### src/rtl/nibble_serializer.sv
// Serializes one 32-bit word into 8 nibbles (slot 0 = MS nibble), each tagged with its slot index.
// Handshaked on both sides; back-to-back words stream with no idle beat between them.
module nibble_serializer #(
  parameter int DATA_W   = 4,
  parameter int NB_SLOTS = 8,
  parameter int SEL_W    = 3
) (
  input  logic                         inClk,
  input  logic                         inReset,
  input  logic [DATA_W*NB_SLOTS-1:0]   inData,
  input  logic                         inValid,
  output logic                         outReady,
  output logic [DATA_W-1:0]            outData,
  output logic [SEL_W-1:0]             outSel,
  output logic                         outValid,
  output logic                         outLast,
  input  logic                         inReady
);

  localparam int WORD_W = DATA_W * NB_SLOTS;
  localparam logic [SEL_W-1:0] LAST_SEL = SEL_W'(NB_SLOTS - 1);

  typedef enum logic {IDLE, SEND} state_t;

  state_t              state_q;
  logic [WORD_W-1:0]   word_q;
  logic [SEL_W-1:0]    cnt_q;
  logic [SEL_W-1:0]    cnt_d;
  logic [DATA_W-1:0]   data_q;
  logic                valid_q;
  logic                last_q;
  logic                last_beat;
  logic                accept;
  logic [DATA_W-1:0]   word_nib [NB_SLOTS];

  // Slot k lives in the k-th nibble counting down from the MSB.
  for (genvar gi = 0; gi < NB_SLOTS; gi++) begin : g_nib
    assign word_nib[gi] = word_q[(NB_SLOTS-gi)*DATA_W-1 -: DATA_W];
  end

  assign cnt_d     = cnt_q + 1'b1;
  assign last_beat = (state_q == SEND) && (cnt_q == LAST_SEL) && inReady;
  // Ready opens during the completing last beat so the next word loads without a bubble.
  assign outReady  = !inReset && ((state_q == IDLE) || last_beat);
  assign accept    = inValid && outReady;

  always_ff @(posedge inClk) begin
    if (inReset) begin
      state_q <= IDLE;
      word_q  <= '0;
      cnt_q   <= '0;
      data_q  <= '0;
      valid_q <= 1'b0;
      last_q  <= 1'b0;
    end else begin
      case (state_q)
        IDLE: begin
          if (accept) begin
            state_q <= SEND;
            word_q  <= inData;
            cnt_q   <= '0;
            data_q  <= inData[WORD_W-1 -: DATA_W];
            valid_q <= 1'b1;
            last_q  <= 1'b0;
          end
        end
        SEND: begin
          if (accept) begin
            word_q  <= inData;
            cnt_q   <= '0;
            data_q  <= inData[WORD_W-1 -: DATA_W];
            valid_q <= 1'b1;
            last_q  <= 1'b0;
          end else if (last_beat) begin
            state_q <= IDLE;
            cnt_q   <= '0;
            data_q  <= '0;
            valid_q <= 1'b0;
            last_q  <= 1'b0;
          end else if (inReady) begin
            cnt_q  <= cnt_d;
            data_q <= word_nib[cnt_d];
            last_q <= (cnt_d == LAST_SEL);
          end
        end
        default: state_q <= IDLE;
      endcase
    end
  end

  assign outData  = data_q;
  assign outSel   = cnt_q;
  assign outValid = valid_q;
  assign outLast  = last_q;

endmodule

### config.mk
export PLATFORM = sky130hd
export DESIGN_NAME = nibble_serializer
export DESIGN_NICKNAME = d
export VERILOG_FILES = /design/src/rtl/nibble_serializer.sv
export SDC_FILE = /design/constraint.sdc
export NUM_CORES = 1
export LEC_CHECK = 0
export BUFFER_PORTS_ARGS = -buffer_cell sky130_fd_sc_hd__buf_2
export CAP_MARGIN = 20
export CELL_PAD_IN_SITES_DETAIL_PLACEMENT = 0
export CELL_PAD_IN_SITES_GLOBAL_PLACEMENT = 1
export CORE_MARGIN = 4
export CORE_UTILIZATION = 36
export CTS_CLUSTER_DIAMETER = 100
export CTS_CLUSTER_SIZE = 24
export DETAILED_ROUTE_END_ITERATION = 8
export PLACE_DENSITY = 0.83
export SKIP_CTS_REPAIR_TIMING = 1
export SLEW_MARGIN = 40
export SYNTH_ARGS = -nofsm -noshare
export SYNTH_HDL_FRONTEND = slang
export SYNTH_SLANG_ARGS = --single-unit
### constraint.sdc
create_clock -name inClk -period 2 [get_ports inClk]
set_clock_uncertainty 0.2 [all_clocks]
set_input_delay 0 -clock inClk [delete_from_list [all_inputs] [get_ports inClk]]
set_output_delay 0 -clock inClk [all_outputs]
set_load 0.02 [all_outputs]
[Word-level counts from Yosys, hierarchy flattened]
Index checks and enable logic that the tools add are counted.
W data, S select, Z words.
Word-level totals
  register bits: 42
  bits in read-only memories: 0
  memories kept: 0
  bits in writable memories: 0
  bits in latches: 0
  bits of input ports: 36
  word-level logic and storage cells: 50
  output and inout bits: 10
Operators by class
  equal/unequal tests: 5
  muxes and demuxes: 27
  reductions and logical operators: 8
  multipliers: 0
  bitwise logic cells: 2
  shift operators: 0
  div/mod/pow operators: 0
  $lt $le $gt $ge: 1
  $add $sub $neg: 1
Operator list (number)
  $mux W32: 1
  $mux W4: 6
  $bmux W4 S3: 1
  $mux W3: 4
  $mux W1: 10
  $pmux W4 S2: 1
  $eq A3 B3 Y1 const B: 2
  $pmux W1 S2: 3
  $pmux W3 S2: 1
  $ge A4 B4 Y1 const B: 1
  $logic_and A1 B1 Y1: 4
  $ne A4 B2 Y1 const B: 1
  $not A3 Y4: 1
  $reduce_and A2 Y1: 2
  $add A3 B1 Y3 const B: 1
  $ne A3 B1 Y1 const B: 1
  $ne A2 B2 Y1 const B: 1
  $logic_not A1 Y1: 1
  $logic_or A1 B1 Y1: 1
  $not A1 Y1: 1

[Longest topological paths before layout]
  depth in word-level cells: 9
  depth in mapped cells: 8
  depth with buffers taken out: 6

[Worst setup path before layout]
Ideal clock, no wire load.
  path type: reg2reg
  from: register cnt_q[0] (netlist: outSel[0])
  to: register data_q[0] (netlist: outData[0])
  library setup time: 127 ps
  setup slack: -126 ps
  buffers on the path: 3
  cell stages (with the launch flop): 9
  period minus slack after synthesis: 2126 ps
  arrival: 1799 ps
  data required time: 1673 ps
  path through: dfxtp_1 -> buf_6 -> buf_12 -> inv_1 -> ha_1 -> clkbuf_8 -> a2111oi_0 -> a311o_1 -> o22ai_2
On the way
  longest elaborated chain between the ends: 9
RTL lines
  start: declaration: RTL line 27  | logic [SEL_W-1:0] cnt_q;
  start signal: assignment: RTL line 81  | cnt_q <= cnt_d;
  $add A3 B1 Y3: RTL line 41  | assign cnt_d = cnt_q + 1'b1;
  $not A3 Y4 (implied by the code): RTL line 82  | data_q <= word_nib[cnt_d];
  $bmux W4 S3: RTL line 82
  $mux W4 (implied by the code) (2 in a row): RTL line 82
  $mux W4: RTL line 80  | end else if (inReady) begin
  $mux W4: RTL line 74  | end else if (last_beat) begin
  $mux W4: RTL line 68  | if (accept) begin
  $pmux W4 S2: RTL line 56  | case (state_q)
  end signal: assignment: RTL line 62  | data_q <= inData[WORD_W-1 -: DATA_W];
  end signal: assignment: RTL line 71  | data_q <= inData[WORD_W-1 -: DATA_W];
  end signal: assignment: RTL line 82
  end: declaration: RTL line 29  | logic [DATA_W-1:0] data_q;
Parallel ways exist; a longest one is shown, timed or not. The select of a mux whose other input is x is not followed.
A chain may end at the register's enable or synchronous reset.

[Final worst setup path]
Same ends and word-level chain as after synthesis.

==> results.json <==
{
  "synth_cells": 201,
  "total_power_w": 0.00172,
  "firstDrtPassIters": 4,
  "syn-num-nets": 240,
  "crit_path_frequent_cell": "ha_1",
  "pre_cts_ws_ns": -0.152,
  "clkTransAtPathRegs_ns": 0.08,
  "grt_util_all_layers_pct": 13.3,
  "die_x_um": 81.2,
  "start_util_pct": 37.5,
  "fmax_ghz": 0.514,
  "die_h_um": 81.2,
  "syn_area_per_cell_um2": 9.60,
  "post-route-period-util_pct": 97.3,
  "cts_tree": "yes",
  "final.setup.tns_ns": 0,
  "synthTopCellsByArea": "dfxtp_1 (44%), nand2b_1 (9.1%), o21ai_0 (7.5%), nand2_1 (5.8%), mux4_1 (4.1%)",
  "worstSetupStartpoint": "outSel[0]$_SDFFE_PP0P_",
  "synth.largest_area_cell": "dfxtp_1",
  "powerDensity_nw_per_um2": 641,
  "drtAntennaViolNets": 0,
  "grt_pass1_vias": 1437,
  "hold_viol": 1,
  "period_needed_ns": 1.95,
  "netlist_area_um2": 1930,
  "netlist.area_leader.share_pct": 43.6,
  "hold_depth": 5,
  "cp_cell_sequence": "ha_1, ha_1, buf_4, or3_4, a311o_1, o22ai_2",
  "wl_per_cell_um": 12.8,
  "syn2layout_area_growth_pct": 39.0,
  "holdPathEnd": "word_nib[20]$_SDFFE_PP0P_",
  "hpwl_um": 2910,
  "drv_slew": 0,
  "nNetsFinal": 326,
  "synth_edf_count": 0,
  "fillers": 535,
  "finalSetupViolations": 0,
  "antenna_found_initial": 0,
  "ys_dominant_reg_cell": "dfxtp_1",
  "dp_cells": 311,
  "clock_path_buffers": 2,
  "hp-start": "inReset",
  "tightest_slew_ns": 0.375,
  "synthArstFlopShare_pct": 0,
  "required_ns": 2.03,
  "cts.htree.levels": 2,
  "antennaDiodeCount": 0,
  "gr-total-overflow": 0,
  "fin_cells": 357,
  "violations": "hold timing",
  "crit_type": "flop to flop",
  "wirelength_um": 4580,
  "synth.distinct_cells": 35,
  "drc": 0,
  "fin_hold_ws_ns": -0.0291,
  "grt_max_degree": 43,
  "clk_latency_ns": 0.29,
  "gp_congestion": 0.771,
  "slew_headroom_pct": 75.0,
  "ioPinCount": 46,
  "r2r_cells": 6,
  "vias_per_cell": 4.77,
  "cp_slowest_stage_delay_ns": 0.40,
  "rows": 26,
  "seq_area_um2": 845,
  "layout-drive-gt1-share_pct": 28.2,
  "critical_path.max_fanout": 5,
  "endpoint_kind": "flop",
  "multi_input_area_um2": 975,
  "cts.sinks": 42,
  "synth-seq-area-share_pct": 43.6,
  "holdCritPathClass": "input port to flop",
  "ff2ff_setup_slack_ns": 0.05,
  "vias": 1702,
  "p_leak_nw": 1.11,
  "cts-buffers-inserted": 5,
  "drt_iter0_drc": 94,
  "drv_cap": 0,
  "die_area_um2": 6590,
  "cp.arrival_ns": 1.97,
  "peakVddDrop_mv": 0.361,
  "synth_seq_cells": 42,
  "status": "finished with violations",
  "critical-path-slowest-cell": "or3_4",
  "portBuffers": 45,
  "synth_warnings": 0,
  "rsz0062_at_grt": "true",
  "grt_pass1_wl_um": 6580,
  "rr_endpoint": "outData[0]$_SDFFE_PP0P_",
  "rr_startpoint": "outSel[0]$_SDFFE_PP0P_",
  "clock-root-buffer": "clkbuf_8",
  "coreArea_um2": 5140,
  "setup_slack_ns": 0.0538,
  "cp-start-kind": "flop"
}
==> final cells by class <==
| cell class | instances | share of cell area (%) |
|---|---|---|
| Multi-Input combinational cell | 140 | 36.3 |
| Sequential cell | 42 | 31.5 |
| Timing Repair Buffer | 94 | 25.4 |
| Tap cell | 70 | 3.26 |
| Clock buffer | 5 | 2.57 |
| Inverter | 4 | 0.560 |
| Clock inverter | 2 | 0.373 |
==> per-stage QoR <==
step	cell area, um^2	util, %
2_1_floorplan	1930	-
3_3_place_gp	2200	42.7
3_5_place_dp	2200	42.8
4_1_cts	2280	44.4
5_1_grt	2680	52.2
6_report	2680	52.2
==> sequential cells by signal, indices dropped and copies added (netlist names) <==
register and count:
word_nib 32, outLast 1, state_q 1, outValid 1, outData 4, outSel 3
==> placed cells by master (no fill, tap or decap), drive strengths merged, types with 5 or more instances in the layout <==
cell type    Yosys  routed
dfxtp           42      42
mux2i            6       6
mux4             6       6
a21oi            5       5
o21ai           29      29
nor2             6       6
clkbuf           5       5
buf             10      60
dlygate4sd3      0      34
nand2           31      31
nand2b          28      28
==> metal layers <==
layer	global-route usage (%)	share of wire, %	vias to the layer above
li1	-	-	870
met1	17.1	46	775
met2	20.6	47	51
met3	4.43	5.5	6
met4	5.07	1.2	0
met5	0	0	-
==> worst max-delay path, delay by kind of cell (launching register included) <==
kind	cells	cell delay, ns
simple gates	1	0.40
fa+ha+maj	2	0.39
compound gates	2	0.38
flops	1	0.35
buf+inv	1	0.16
==> cell families after synthesis <==
logic type / count (synthesis) / share of synthesized area (%)
simple gates: 73 / 19.5
fa+ha+maj: 3 / 1.95
compound gates: 52 / 16.7
mux: 12 / 10.7
flops: 42 / 43.6
buf+inv: 19 / 7.59
==> cells in the mapped netlist, types with 2 or more instances <==
cell	number
a22o_1	4
nand2b_1	28
clkbuf_1	3
mux4_2	3
mux4_1	3
dfxtp_1	42
nand2_1	30
buf_4	2
ha_1	3
buf_2	2
nor3_1	3
nor2_1	6
a22oi_1	4
buf_6	5
o21ai_0	29
a21oi_1	5
o22ai_1	3
mux2i_1	6
inv_1	4
==> where the power goes <==
group / switching [W] / internal, W / total, W
Combinational: 0.000130 / 0.000163 / 0.000293
Clock: 0.000276 / 0.000234 / 0.000510
Sequential: 0.0000264 / 0.000889 / 0.000915
==> worst max path at each step <==
stage                     cells after the start                  endpoint
after floorplan                               8   outData[0]$_SDFFE_PP0P_
after global placement                        6  word_nib[1]$_SDFFE_PP0P_
after detailed placement                      6   outData[2]$_SDFFE_PP0P_
after CTS                                     6   outData[2]$_SDFFE_PP0P_
after global routing                          6   outData[2]$_SDFFE_PP0P_
final                                         6   outData[0]$_SDFFE_PP0P_
(Power assumes the default switching activity.)
